$ cat config.mk
export PLATFORM = sky130hd
export DESIGN_NAME = ysyx_23060236_csr_trap_unit
export DESIGN_NICKNAME = d
export VERILOG_FILES = /design/src/rtl/ysyx_23060236_csr_pkg.sv /design/src/rtl/ysyx_23060236_csr_counter.sv /design/src/rtl/ysyx_23060236_csr_trap_unit.sv
export SDC_FILE = /design/constraint.sdc
export NUM_CORES = 1
export LEC_CHECK = 0
export CORE_ASPECT_RATIO = 0.5
export CORE_MARGIN = 2
export CORE_UTILIZATION = 40
export DETAILED_ROUTE_END_ITERATION = 7
export PLACE_DENSITY = 0.61
export SLEW_MARGIN = 30
export SYNTH_ARGS = -nofsm -noshare
export SYNTH_HDL_FRONTEND = slang
export SYNTH_HIERARCHICAL = 1
export SYNTH_SLANG_ARGS = --single-unit
$ cat constraint.sdc
create_clock -name clock -period 4.9 [get_ports clock]
set_input_delay 0.98 -clock clock [delete_from_list [all_inputs] [get_ports clock]]
set_output_delay 0.98 -clock clock [all_outputs]
set_load 0.02 [all_outputs]
$ cat src/rtl/ysyx_23060236_csr_pkg.sv
`default_nettype none
// ============================================================================
//  Module  : ysyx_23060236_csr_pkg
//  Brief   : Shared CSR addresses, trap cause codes, mstatus bit positions
//            and csr_op encodings for the machine-mode CSR/trap unit.
//  Revision: 1.0  initial release
// ============================================================================
package ysyx_23060236_csr_pkg;

  // CSR addresses
  localparam logic [11:0] c_csr_mstatus   = 12'h300;
  localparam logic [11:0] c_csr_misa      = 12'h301;
  localparam logic [11:0] c_csr_mie       = 12'h304;
  localparam logic [11:0] c_csr_mtvec     = 12'h305;
  localparam logic [11:0] c_csr_mscratch  = 12'h340;
  localparam logic [11:0] c_csr_mepc      = 12'h341;
  localparam logic [11:0] c_csr_mcause    = 12'h342;
  localparam logic [11:0] c_csr_mtval     = 12'h343;
  localparam logic [11:0] c_csr_mip       = 12'h344;
  localparam logic [11:0] c_csr_satp      = 12'h180;
  localparam logic [11:0] c_csr_mcycle    = 12'hB00;
  localparam logic [11:0] c_csr_mcycleh   = 12'hB80;
  localparam logic [11:0] c_csr_minstret  = 12'hB02;
  localparam logic [11:0] c_csr_minstreth = 12'hB82;
  localparam logic [11:0] c_csr_cycle     = 12'hC00;
  localparam logic [11:0] c_csr_cycleh    = 12'hC80;
  localparam logic [11:0] c_csr_instret   = 12'hC02;
  localparam logic [11:0] c_csr_instreth  = 12'hC82;
  localparam logic [11:0] c_csr_mvendorid = 12'hF11;
  localparam logic [11:0] c_csr_marchid   = 12'hF12;

  // csr_op encodings
  localparam logic [1:0] c_op_none  = 2'b00;
  localparam logic [1:0] c_op_write = 2'b01;
  localparam logic [1:0] c_op_set   = 2'b10;
  localparam logic [1:0] c_op_clear = 2'b11;

  // Exception cause codes
  localparam logic [4:0] c_cause_illegal    = 5'd2;
  localparam logic [4:0] c_cause_breakpoint = 5'd3;
  localparam logic [4:0] c_cause_ecall_m    = 5'd11;

  // Interrupt cause codes (also the mie/mip bit positions)
  localparam logic [4:0] c_irq_msi = 5'd3;
  localparam logic [4:0] c_irq_mti = 5'd7;
  localparam logic [4:0] c_irq_mei = 5'd11;

  // mstatus / mie / mip bit positions
  localparam int c_mstatus_mie_bit  = 3;
  localparam int c_mstatus_mpie_bit = 7;
  localparam int c_msi_bit          = 3;
  localparam int c_mti_bit          = 7;
  localparam int c_mei_bit          = 11;

  // Fixed read values
  localparam logic [31:0] c_misa_value = 32'h4000_1100;

endpackage
`default_nettype wire

$ cat src/rtl/ysyx_23060236_csr_counter.sv
`default_nettype none
// ============================================================================
//  Module  : ysyx_23060236_csr_counter
//  Brief   : 64-bit performance counter with increment enable and separate
//            low/high word write ports; a write replaces the increment.
//  Revision: 1.0  initial release
// ============================================================================
module ysyx_23060236_csr_counter (
  input  logic        clock,
  input  logic        reset,
  input  logic        inc,
  input  logic        wr_lo,
  input  logic        wr_hi,
  input  logic [31:0] wdata,
  output logic [63:0] value
);

  logic [63:0] r_count;

  // Counter register: a half-word write wins over the increment for the whole counter
  always_ff @(posedge clock) begin
    if (reset) begin
      r_count <= 64'd0;
    end else if (wr_lo) begin
      r_count <= {r_count[63:32], wdata};
    end else if (wr_hi) begin
      r_count <= {wdata, r_count[31:0]};
    end else if (inc) begin
      r_count <= r_count + 64'd1;
    end
  end

  assign value = r_count;

endmodule
`default_nettype wire

$ cat src/rtl/ysyx_23060236_csr_trap_unit.sv
`default_nettype none
// ============================================================================
//  Module  : ysyx_23060236_csr_trap_unit
//  Brief   : Machine-mode CSR file with trap entry (interrupts, exceptions),
//            mret, and 64-bit cycle/instret counters. Redirects the IFU via
//            jump/jump_en in the retiring cycle.
//  Revision: 1.0  initial release
// ============================================================================
module ysyx_23060236_csr_trap_unit
  import ysyx_23060236_csr_pkg::*;
#(
  parameter logic [31:0] VENDOR_ID = 32'h7973_7978,
  parameter logic [31:0] ARCH_ID   = 32'h015f_df0c,
  parameter bit          HAS_SATP  = 1'b1,
  parameter bit          VECTORED  = 1'b1
) (
  input  logic        clock,
  input  logic        reset,
  input  logic        valid,
  input  logic [11:0] csr_addr,
  input  logic [1:0]  csr_op,
  input  logic [31:0] csr_wdata,
  output logic [31:0] csr_rdata,
  output logic        csr_illegal,
  input  logic        inst_ecall,
  input  logic        inst_ebreak,
  input  logic        inst_mret,
  input  logic        exc_valid,
  input  logic [4:0]  exc_cause,
  input  logic [31:0] exc_tval,
  input  logic [31:0] epc,
  input  logic        irq_sw,
  input  logic        irq_timer,
  input  logic        irq_ext,
  output logic [31:0] jump,
  output logic        jump_en,
  output logic        irq_taken,
  output logic        mmu_on
);

  localparam logic [1:0] c_mtvec_mode_mask = VECTORED ? 2'b11 : 2'b00;

  // Architectural state
  logic        r_mstatus_mie;
  logic        r_mstatus_mpie;
  logic [2:0]  r_mie;          // {MEIE, MTIE, MSIE}
  logic [31:0] r_mtvec;
  logic [31:0] r_mscratch;
  logic [31:2] r_mepc;
  logic [31:0] r_mcause;
  logic [31:0] r_mtval;

  // Derived views and decode
  logic [31:0] w_mstatus;
  logic [31:0] w_mie;
  logic [31:0] w_mip;
  logic [31:0] w_mepc;
  logic [31:0] w_satp;
  logic [63:0] w_mcycle;
  logic [63:0] w_minstret;
  logic [31:0] w_rdata;
  logic        w_exists;
  logic        w_read_only;
  logic        w_wr_intent;
  logic [31:0] w_wval;

  // Event decode
  logic        w_active;
  logic [31:0] w_irq_act;
  logic        w_take_irq;
  logic [4:0]  w_irq_cause;
  logic        w_take_exc;
  logic [4:0]  w_exc_cause;
  logic [31:0] w_exc_tval;
  logic        w_trap;
  logic        w_mret;
  logic        w_wr_en;
  logic        w_retire;
  logic [31:0] w_tvec_base;
  logic [31:0] w_trap_target;
  logic        w_unused;

  assign w_mstatus = {19'd0, 2'b11, 3'd0, r_mstatus_mpie, 3'd0, r_mstatus_mie, 3'd0};
  assign w_mie     = {20'd0, r_mie[2], 3'd0, r_mie[1], 3'd0, r_mie[0], 3'd0};
  assign w_mip     = {20'd0, irq_ext, 3'd0, irq_timer, 3'd0, irq_sw, 3'd0};
  assign w_mepc    = {r_mepc, 2'b00};
  assign w_unused  = &{1'b0, epc[1:0]};

  // Read mux and address classification
  always_comb begin
    w_rdata     = 32'd0;
    w_exists    = 1'b1;
    w_read_only = 1'b0;
    case (csr_addr)
      c_csr_mstatus:   w_rdata = w_mstatus;
      c_csr_misa:      begin w_rdata = c_misa_value;       w_read_only = 1'b1; end
      c_csr_mie:       w_rdata = w_mie;
      c_csr_mtvec:     w_rdata = r_mtvec;
      c_csr_mscratch:  w_rdata = r_mscratch;
      c_csr_mepc:      w_rdata = w_mepc;
      c_csr_mcause:    w_rdata = r_mcause;
      c_csr_mtval:     w_rdata = r_mtval;
      c_csr_mip:       begin w_rdata = w_mip;              w_read_only = 1'b1; end
      c_csr_satp:      begin w_rdata = w_satp;             w_read_only = !HAS_SATP; end
      c_csr_mcycle:    w_rdata = w_mcycle[31:0];
      c_csr_mcycleh:   w_rdata = w_mcycle[63:32];
      c_csr_minstret:  w_rdata = w_minstret[31:0];
      c_csr_minstreth: w_rdata = w_minstret[63:32];
      c_csr_cycle:     begin w_rdata = w_mcycle[31:0];     w_read_only = 1'b1; end
      c_csr_cycleh:    begin w_rdata = w_mcycle[63:32];    w_read_only = 1'b1; end
      c_csr_instret:   begin w_rdata = w_minstret[31:0];   w_read_only = 1'b1; end
      c_csr_instreth:  begin w_rdata = w_minstret[63:32];  w_read_only = 1'b1; end
      c_csr_mvendorid: begin w_rdata = VENDOR_ID;          w_read_only = 1'b1; end
      c_csr_marchid:   begin w_rdata = ARCH_ID;            w_read_only = 1'b1; end
      default:         w_exists = 1'b0;
    endcase
  end

  // set/clear with a zero mask only reads, so it is legal on read-only CSRs
  assign w_wr_intent = (csr_op == c_op_write) || ((csr_op != c_op_none) && (csr_wdata != 32'd0));
  assign csr_illegal = (csr_op != c_op_none) && (!w_exists || (w_read_only && w_wr_intent));
  assign csr_rdata   = w_rdata;

  // New CSR value for write/set/clear
  always_comb begin
    w_wval = w_rdata;
    case (csr_op)
      c_op_write: w_wval = csr_wdata;
      c_op_set:   w_wval = w_rdata | csr_wdata;
      c_op_clear: w_wval = w_rdata & ~csr_wdata;
      default:    w_wval = w_rdata;
    endcase
  end

  // Event arbitration: interrupt > exception > mret > csr write
  assign w_active   = valid && !reset;
  assign w_irq_act  = w_mie & w_mip;
  assign w_take_irq = w_active && r_mstatus_mie && (w_irq_act != 32'd0);
  assign w_take_exc = w_active && !w_take_irq &&
                      (exc_valid || csr_illegal || inst_ebreak || inst_ecall);
  assign w_trap     = w_take_irq || w_take_exc;
  assign w_mret     = w_active && !w_trap && inst_mret;
  assign w_wr_en    = w_active && !w_trap && !w_mret && w_wr_intent;
  assign w_retire   = w_active && !w_trap;

  // Interrupt and exception cause selection
  always_comb begin
    w_irq_cause = c_irq_mti;
    if (w_irq_act[c_mei_bit]) begin
      w_irq_cause = c_irq_mei;
    end else if (w_irq_act[c_msi_bit]) begin
      w_irq_cause = c_irq_msi;
    end
    w_exc_cause = c_cause_ecall_m;
    w_exc_tval  = 32'd0;
    if (exc_valid) begin
      w_exc_cause = exc_cause;
      w_exc_tval  = exc_tval;
    end else if (csr_illegal) begin
      w_exc_cause = c_cause_illegal;
    end else if (inst_ebreak) begin
      w_exc_cause = c_cause_breakpoint;
    end
  end

  // Trap vector and IFU redirect
  assign w_tvec_base   = {r_mtvec[31:2], 2'b00};
  assign w_trap_target = (w_take_irq && VECTORED && (r_mtvec[1:0] == 2'b01))
                         ? w_tvec_base + {25'd0, w_irq_cause, 2'b00}
                         : w_tvec_base;
  assign jump_en   = w_trap || w_mret;
  assign jump      = w_trap ? w_trap_target : (w_mret ? w_mepc : 32'd0);
  assign irq_taken = w_take_irq;
  assign mmu_on    = !reset && w_satp[31];

  // Trap entry, mret and CSR writes to the machine-mode registers
  always_ff @(posedge clock) begin
    if (reset) begin
      r_mstatus_mie  <= 1'b0;
      r_mstatus_mpie <= 1'b0;
      r_mie          <= 3'd0;
      r_mtvec        <= 32'd0;
      r_mscratch     <= 32'd0;
      r_mepc         <= 30'd0;
      r_mcause       <= 32'd0;
      r_mtval        <= 32'd0;
    end else if (w_trap) begin
      r_mepc         <= epc[31:2];
      r_mcause       <= w_take_irq ? {1'b1, 26'd0, w_irq_cause} : {27'd0, w_exc_cause};
      r_mtval        <= w_take_irq ? 32'd0 : w_exc_tval;
      r_mstatus_mpie <= r_mstatus_mie;
      r_mstatus_mie  <= 1'b0;
    end else if (w_mret) begin
      r_mstatus_mie  <= r_mstatus_mpie;
      r_mstatus_mpie <= 1'b1;
    end else if (w_wr_en) begin
      case (csr_addr)
        c_csr_mstatus: begin
          r_mstatus_mie  <= w_wval[c_mstatus_mie_bit];
          r_mstatus_mpie <= w_wval[c_mstatus_mpie_bit];
        end
        c_csr_mie:      r_mie      <= {w_wval[c_mei_bit], w_wval[c_mti_bit], w_wval[c_msi_bit]};
        c_csr_mtvec:    r_mtvec    <= {w_wval[31:2], w_wval[1:0] & c_mtvec_mode_mask};
        c_csr_mscratch: r_mscratch <= w_wval;
        c_csr_mepc:     r_mepc     <= w_wval[31:2];
        c_csr_mcause:   r_mcause   <= w_wval;
        c_csr_mtval:    r_mtval    <= w_wval;
        default: ;
      endcase
    end
  end

  generate
    if (HAS_SATP) begin : g_satp
      logic [31:0] r_satp;
      // satp register, written only by a legal CSR instruction
      always_ff @(posedge clock) begin
        if (reset) begin
          r_satp <= 32'd0;
        end else if (w_wr_en && (csr_addr == c_csr_satp)) begin
          r_satp <= w_wval;
        end
      end
      assign w_satp = r_satp;
    end else begin : g_no_satp
      assign w_satp = 32'd0;
    end
  endgenerate

  ysyx_23060236_csr_counter u_mcycle (
    .clock (clock),
    .reset (reset),
    .inc   (1'b1),
    .wr_lo (w_wr_en && (csr_addr == c_csr_mcycle)),
    .wr_hi (w_wr_en && (csr_addr == c_csr_mcycleh)),
    .wdata (w_wval),
    .value (w_mcycle)
  );

  ysyx_23060236_csr_counter u_minstret (
    .clock (clock),
    .reset (reset),
    .inc   (w_retire),
    .wr_lo (w_wr_en && (csr_addr == c_csr_minstret)),
    .wr_hi (w_wr_en && (csr_addr == c_csr_minstreth)),
    .wdata (w_wval),
    .value (w_minstret)
  );

endmodule
`default_nettype wire

# Word-level counts from Yosys, hierarchy flattened
# Index checks and enable logic that the tools add are counted.
# W data, S select, Z words.
dict set report word_totals {
  reg_bits 323
  input_bits 125
  output_inout_bits 68
  word_cells 150
}
dict set report op_classes {
  add_sub_neg 3
  n_eq_ne 27
  mux 39
  n_bitwise 7
  n_reduce_logical 61
}
# cell n
set ops {}
lappend ops {{$mux W32} 16}
lappend ops {{$pmux W32 S16} 1}
lappend ops {{$mux W64} 3}
lappend ops {{$add A64 B1 Y64 const B} 2}
lappend ops {{$eq A12 B12 Y1 const B} 10}
lappend ops {{$mux W30} 4}
lappend ops {{$eq A12 B10 Y1 const B} 9}
lappend ops {{$pmux W32 S3} 1}
lappend ops {{$reduce_bool A32 Y1} 2}
lappend ops {{$add A32 B7 Y32} 1}
lappend ops {{$and A32 B32 Y32} 1}
lappend ops {{$not A32 Y32} 1}
lappend ops {{$or A32 B32 Y32} 1}
lappend ops {{$reduce_or A20 Y1} 1}
lappend ops {{$logic_and A1 B1 Y1} 19}
lappend ops {{$reduce_bool A2 Y1} 9}
lappend ops {{$and A12 B12 Y12} 1}
lappend ops {{$eq A12 B9 Y1 const B} 1}
lappend ops {{$mux W4} 3}
lappend ops {{$reduce_and A4 Y1} 3}
lappend ops {{$reduce_or A2 Y1} 5}
lappend ops {{$mux W1} 9}
lappend ops {{$reduce_and A3 Y1} 3}
lappend ops {{$reduce_and A2 Y1} 4}
lappend ops {{11 further kinds} 27}

# Longest topological paths before layout
dict set report depth {
  ltp_word 20
  mapped_depth 18
  mapped_depth_nobuf 13
}

# Cells and area by module
# The synthesis kept the hierarchy.
# module instances cells_each area_each_um2 seq_area_each_um2
set by_module_without_submodules {}
lappend by_module_without_submodules {ysyx_23060236_csr_trap_unit 1 1788 13595.5 3903.7}
lappend by_module_without_submodules {ysyx_23060236_csr_counter 2 560 4164.0 1281.2}

# Worst setup path before layout
# No wires, ideal clock.
dict set report synth_path {
  path_kind {in2reg}
  startpoint {input port csr_addr[3]}
  endpoint {register u_minstret.r_count[29], in the netlist u_minstret/value[29]}
  setup_ps 91
  arrival_ps 4633
  t_required_ps 4809
  setup_slack_ps 176
  path_stages 15
  path_buffers 4
  cell_sequence {buf_2 -> buf_4 -> nor4b_4 -> nand3_1 -> a211oi_2 -> o21ba_2 -> nor2_1 -> nor2_1 -> buf_4 -> nand2b_1 -> buf_2 -> or4_1 -> or4_1 -> or3_1 -> a311oi_1}
}
dict set report synth_via {
  elab_chain_len 20
  elab_cells_between_ends 53
  cone_classes {21 x eq/ne; 5 x mux; 2 x bitwise; 25 x reduce/logical}
}
# item line_no
set synth_lines {}
lappend synth_lines {{start, declared} ysyx_23060236_csr_trap_unit.sv:20} ;# input logic [11:0] csr_addr,
lappend synth_lines {{$eq A12 B9 Y1, or another cell as far along} ysyx_23060236_csr_trap_unit.sv:94} ;# case (csr_addr)
lappend synth_lines {{$reduce_or A20 Y1 (no source line) / $reduce_or A8 Y1 (equally long branches)} --}
lappend synth_lines {{$mux W1} ysyx_23060236_csr_trap_unit.sv:94}
lappend synth_lines {{$logic_not A1 Y1 / $logic_and A1 B1 Y1 (equally long branches)} ysyx_23060236_csr_trap_unit.sv:121} ;# assign csr_illegal = (csr_op != c_op_none) && (!w_exists || (w_read_only && w_wr_intent));
lappend synth_lines {{$logic_or A1 B1 Y1 (*)} ysyx_23060236_csr_trap_unit.sv:121}
lappend synth_lines {{$logic_and A1 B1 Y1 (*)} ysyx_23060236_csr_trap_unit.sv:121}
lappend synth_lines {{net csr_illegal} ysyx_23060236_csr_trap_unit.sv:24} ;# output logic csr_illegal,
lappend synth_lines {{$logic_or A1 B1 Y1 (*) (3 in series)} ysyx_23060236_csr_trap_unit.sv:140} ;# (exc_valid || csr_illegal || inst_ebreak || inst_ecall);
lappend synth_lines {{[3 not listed]} --}
lappend synth_lines {{$logic_and A1 B1 Y1 (*)} ysyx_23060236_csr_trap_unit.sv:144} ;# assign w_retire = w_active && !w_trap;
lappend synth_lines {{net w_retire} ysyx_23060236_csr_trap_unit.sv:78} ;# logic w_retire;
lappend synth_lines {{$logic_and A1 B1 Y1} ysyx_23060236_csr_trap_unit.sv:142} ;# assign w_mret = w_active && !w_trap && inst_mret;
lappend synth_lines {{$logic_not A1 Y1} ysyx_23060236_csr_trap_unit.sv:143} ;# assign w_wr_en = w_active && !w_trap && !w_mret && w_wr_intent;
lappend synth_lines {{$logic_and A1 B1 Y1 (2 in series)} ysyx_23060236_csr_trap_unit.sv:143}
lappend synth_lines {{$logic_and A1 B1 Y1, on equally long branches} {ysyx_23060236_csr_trap_unit.sv:245, ysyx_23060236_csr_trap_unit.sv:244}}
lappend synth_lines {{$ne A2 B1 Y1 (no source line) / $reduce_bool A2 Y1 (equally long branches)} --}
lappend synth_lines {{$reduce_and A2 Y1 (no source line)} --}
lappend synth_lines {{end signal, assigned} ysyx_23060236_csr_counter.sv:25} ;# r_count <= {r_count[63:32], wdata};
lappend synth_lines {{end signal, assigned} ysyx_23060236_csr_counter.sv:27} ;# r_count <= {wdata, r_count[31:0]};
lappend synth_lines {{end signal, assigned} ysyx_23060236_csr_counter.sv:29} ;# r_count <= r_count + 64'd1;
lappend synth_lines {{end, declared} ysyx_23060236_csr_counter.sv:18} ;# logic [63:0] r_count;
# The timed path passes the listed nets; every way through them passes the cells marked *.
# A chain may end at the register's enable or synchronous reset.

# Worst setup path after layout
dict set report layout_path {
  startpoint {input port csr_addr[4]}
  endpoint {output port csr_rdata[9]}
}
dict set report layout_via {
  elab_chain_len 3
  elab_cells_between_ends 25
  cone_classes {20 x eq/ne; 1 x mux; 4 x reduce/logical}
}
# item line_no
set layout_lines {}
lappend layout_lines {{$eq A12 B12 Y1} ysyx_23060236_csr_trap_unit.sv:94}
lappend layout_lines {{$reduce_or A2 Y1 (no source line)} --}
lappend layout_lines {{$pmux W32 S16 (*)} ysyx_23060236_csr_trap_unit.sv:94}
lappend layout_lines {{end, declared} ysyx_23060236_csr_trap_unit.sv:23} ;# output logic [31:0] csr_rdata,
# Mark *: on every way between the ends. The rest lies on a longest branch, timed or not.

==> impl_results.md <==
* Status: complete, no violations
* Clk root buf: clkbuf_16
* Global route total overflow at 0
* Wire length per cell at 28.3 um
* GRT Total Usage at 38.6%
* Hold depth at 2
* Met1 usage at 56.3%
* Synth Area in Compound Gates at 23.3%
* Synth Instances at 2,908
* Placer Congestion at 1.06
* Hold path start: r_mscratch[12]
* XOR/XNOR share of the synthesized area at 4.39%
* Post-synthesis simple-gate area fraction at 30.4%
* Fin crit share at 99.2%
* FMAX at 206 MHz
* Std cell rows at 60
* RSZ-0062 raised after global routing: false
* H-Tree Depth at 2
* Clock sinks at 323
* Core ar. at 54,000 um2
* # setup viols final at 0
* Max FO, Critical Path at 11
* Met3 track demand over resource at 8.92%
* Required time worst endpoint at 3920 ps
* # IOs at 193
* Clk buf depth at 3
* Synth-to-Final Area Change at 28.8%
* Area share of fa/ha/maj cells after synthesis at 0.285%
* Top cells by count, synth: 445 x nand2_1, 323 x dfxtp_1, 277 x nor2_1
* Post-synthesis sequential area ratio at 29.5%
* Final wirelength at 114,000 um
* Final Util at 52.3%
* RR Startpoint: r_mie[2]
* #FFs+latches synth at 323
* Tmin final at 4860 ps
* Die area at 56,800 um2
* Rel. slew slack at 31.0%
* Hold path endpoint: r_mscratch[12]
* Synth top area cells: dfxtp_1 29%, nand2_1 7.6%, a21oi_1 5.3%
* Reg2reg setup slack at 1300 ps
* Drt initial violations at 4,125
* First-pass GRT wire length at 162,000 um
* Most used DFF post-synth: dfxtp_1
* Worst setup EP type: output port
* Placed insts at 3,948
* Fin cells at 4,020
* Mapped Area at 21,900 um2
* ANT nets after route at 0
* Worst-path clk slew at 60 ps
* Chip width at 335 um
* Drt pass-1 iters at 6
* Mux cell area share after synthesis at 6.43%
* Synth unique cells at 97
* CTS buffer count at 34
* IR drop worst, VDD at 241 uV
* CP Class: in -> out
* Vias in the first global route at 23.4k
* Syn_area_per_cell at 7.54 um2
* Worst clock skew at 27.0 ps
* CTS tree: done
* Number of antenna violations at the first check in global routing at 4
* Slew @ Worst Pin at 1030 ps
* Routed vias/inst at 6.49
* Worst hold path class: reg -> reg
* Leakage power at 10.6 nW
* Vias after detailed routing at 26.1k
* Largest area contributor in the synthesized netlist: dfxtp_1
* Final hold violation count at 0
* Worst skew pair latency at 570 ps
* Largest net degree at the start of global routing at 193
* DP Wirelength at 86,000 um
* Crit start category: primary input
* Final Slew Violations at 0
* Worst Path Arrival at 3880 ps
* Largest family of logic cells by synthesized area: simple AND/OR/NAND/NOR gates
* Initial Util at 40.6%
* Synthesis warning total at 6
* DRC errors left at 0
* Async SR Flop Fraction at 0%
* Grt met2 use at 55.3%
* Number of flops mapped to enable cells by yosys at 0
* PD cells at 245 nW/um2
* GRT busiest layer: met1
* Port Buffers at 188
* Top-count cell post-synth: nand2_1
* R2R cell count at 15
* Share of layout cells above drive strength 1 at 18.2%
* Area share of the largest cell type after synthesis at 29.5%
* Max Cap Viol at 0
* R2R Path End: u_minstret/value[61]
* Die Ht at 170 um
* Nets at 3,409
power breakdown:
part	total, W	switching [W]	internal, W
Sequential	0.00278	0.0000874	0.00269
Combinational	0.00107	0.000662	0.000406
Clock	0.00306	0.00124	0.00182
stage by stage:
stage / setup slack, ps / area, um2 / setup TNS (ps) / hold WS [ps] / power, W
final: 40.7 / 28200 / 0 / 449 / 0.00691
after global placement: -1040 / 26800 / -64680 / 435 / 0.00382
after detailed placement: -1050 / 26800 / -64870 / 442 / 0.00383
after CTS: -49.6 / 28100 / -49.6 / 450 / 0.00684
after floorplan: 176 / 21900 / 0 / 427 / 0.00326
after global routing: 0.0915 / 28200 / 0 / 470 / 0.00704
worst max-delay path, cell delays in order:
cell,delay [ps]
clkdlybuf4s50_1,510
or4_4,560
buf_4,230
nor4_4,280
buf_4,210
a222oi_1,120
buf_4,180
nand3_1,60
buf_4,130
clkdlybuf4s50_1,600
what timing repair did:
item	CTS	global route
resized for setup	79	62
endpoints found under the setup margin	54	43
gates cloned	1	1
buffers inserted	2	4
hold buffers	0	0
pin swaps	3	8
layout by cell type, fill, tap and decap left out, drive strengths merged, types with 28 or more instances in the layout:
cell,Yosys,final
nand3,76,76
a22o,38,38
and3,51,51
nor2,278,278
nor4,52,52
xor2,43,43
a21oi,238,238
a211oi,102,102
nor2b,32,32
nand4,96,96
nand2,447,447
inv,35,35
and2,46,46
xnor2,67,67
dfxtp,323,323
mux2i,88,88
buf,86,397
clkdlybuf4s50,0,128
clkbuf,157,60
a31oi,28,28
nor3,98,98
o21ai,90,91
a22oi,47,47
worst max path at each step:
stage / end / slack, ps / from
final: csr_rdata[9] / 40 / csr_addr[4]
after global routing: jump[29] / 0.09 / irq_ext
after global placement: jump[14] / -1040 / csr_wdata[8]
after floorplan: u_minstret/value[29] / 180 / csr_addr[3]
after CTS: jump[14] / -50 / irq_ext
after detailed placement: jump[14] / -1050 / csr_wdata[8]
layout make-up:
cell class | instances | area [um2]
Multi-Input combinational cell | 2308 | 14500
Fill cell | 5245 | 25700
Antenna cell | 2 | 5.00
Tap cell | 713 | 892
Sequential cell | 323 | 6470
Inverter | 36 | 135
Clock buffer | 50 | 1050
Timing Repair Buffer | 576 | 5000
Clock inverter | 12 | 218
kinds of logic (layout without fill, tap and decap cells):
logic type	count (synthesis)	after routing
AOI/OAI and AO/OA	742	743
and+or+nand+nor	1323	1323
muxes	124	124
DFF	323	323
adders and majority gates	5	5
xor gates and xnor gates	110	110
buffers and inverters	279	674
other	2	5
flip-flops by register name, indices dropped and copies added, names as in the netlist:
signal            count
u_mcycle/value       64
u_minstret/value     64
g_satp.r_satp        32
r_mcause             32
r_mscratch           32
r_mtval              32
r_mtvec              32
r_mepc               30
r_mie                 3
r_mstatus_mie         1
r_mstatus_mpie        1
layer usage:
| metal | part of all wire (%) | vias up | wire length, um |
|---|---|---|---|
| met1 | 42 | 12600 | 48200 |
| met4 | 3.7 | 6 | 4230 |
| met3 | 13 | 236 | 15300 |
| met5 | 0.11 | - | 125 |
| met2 | 40 | 1784 | 46000 |
| li1 | - | 11500 | - |
No activity file was read; power rests on OpenSTA's default activity.
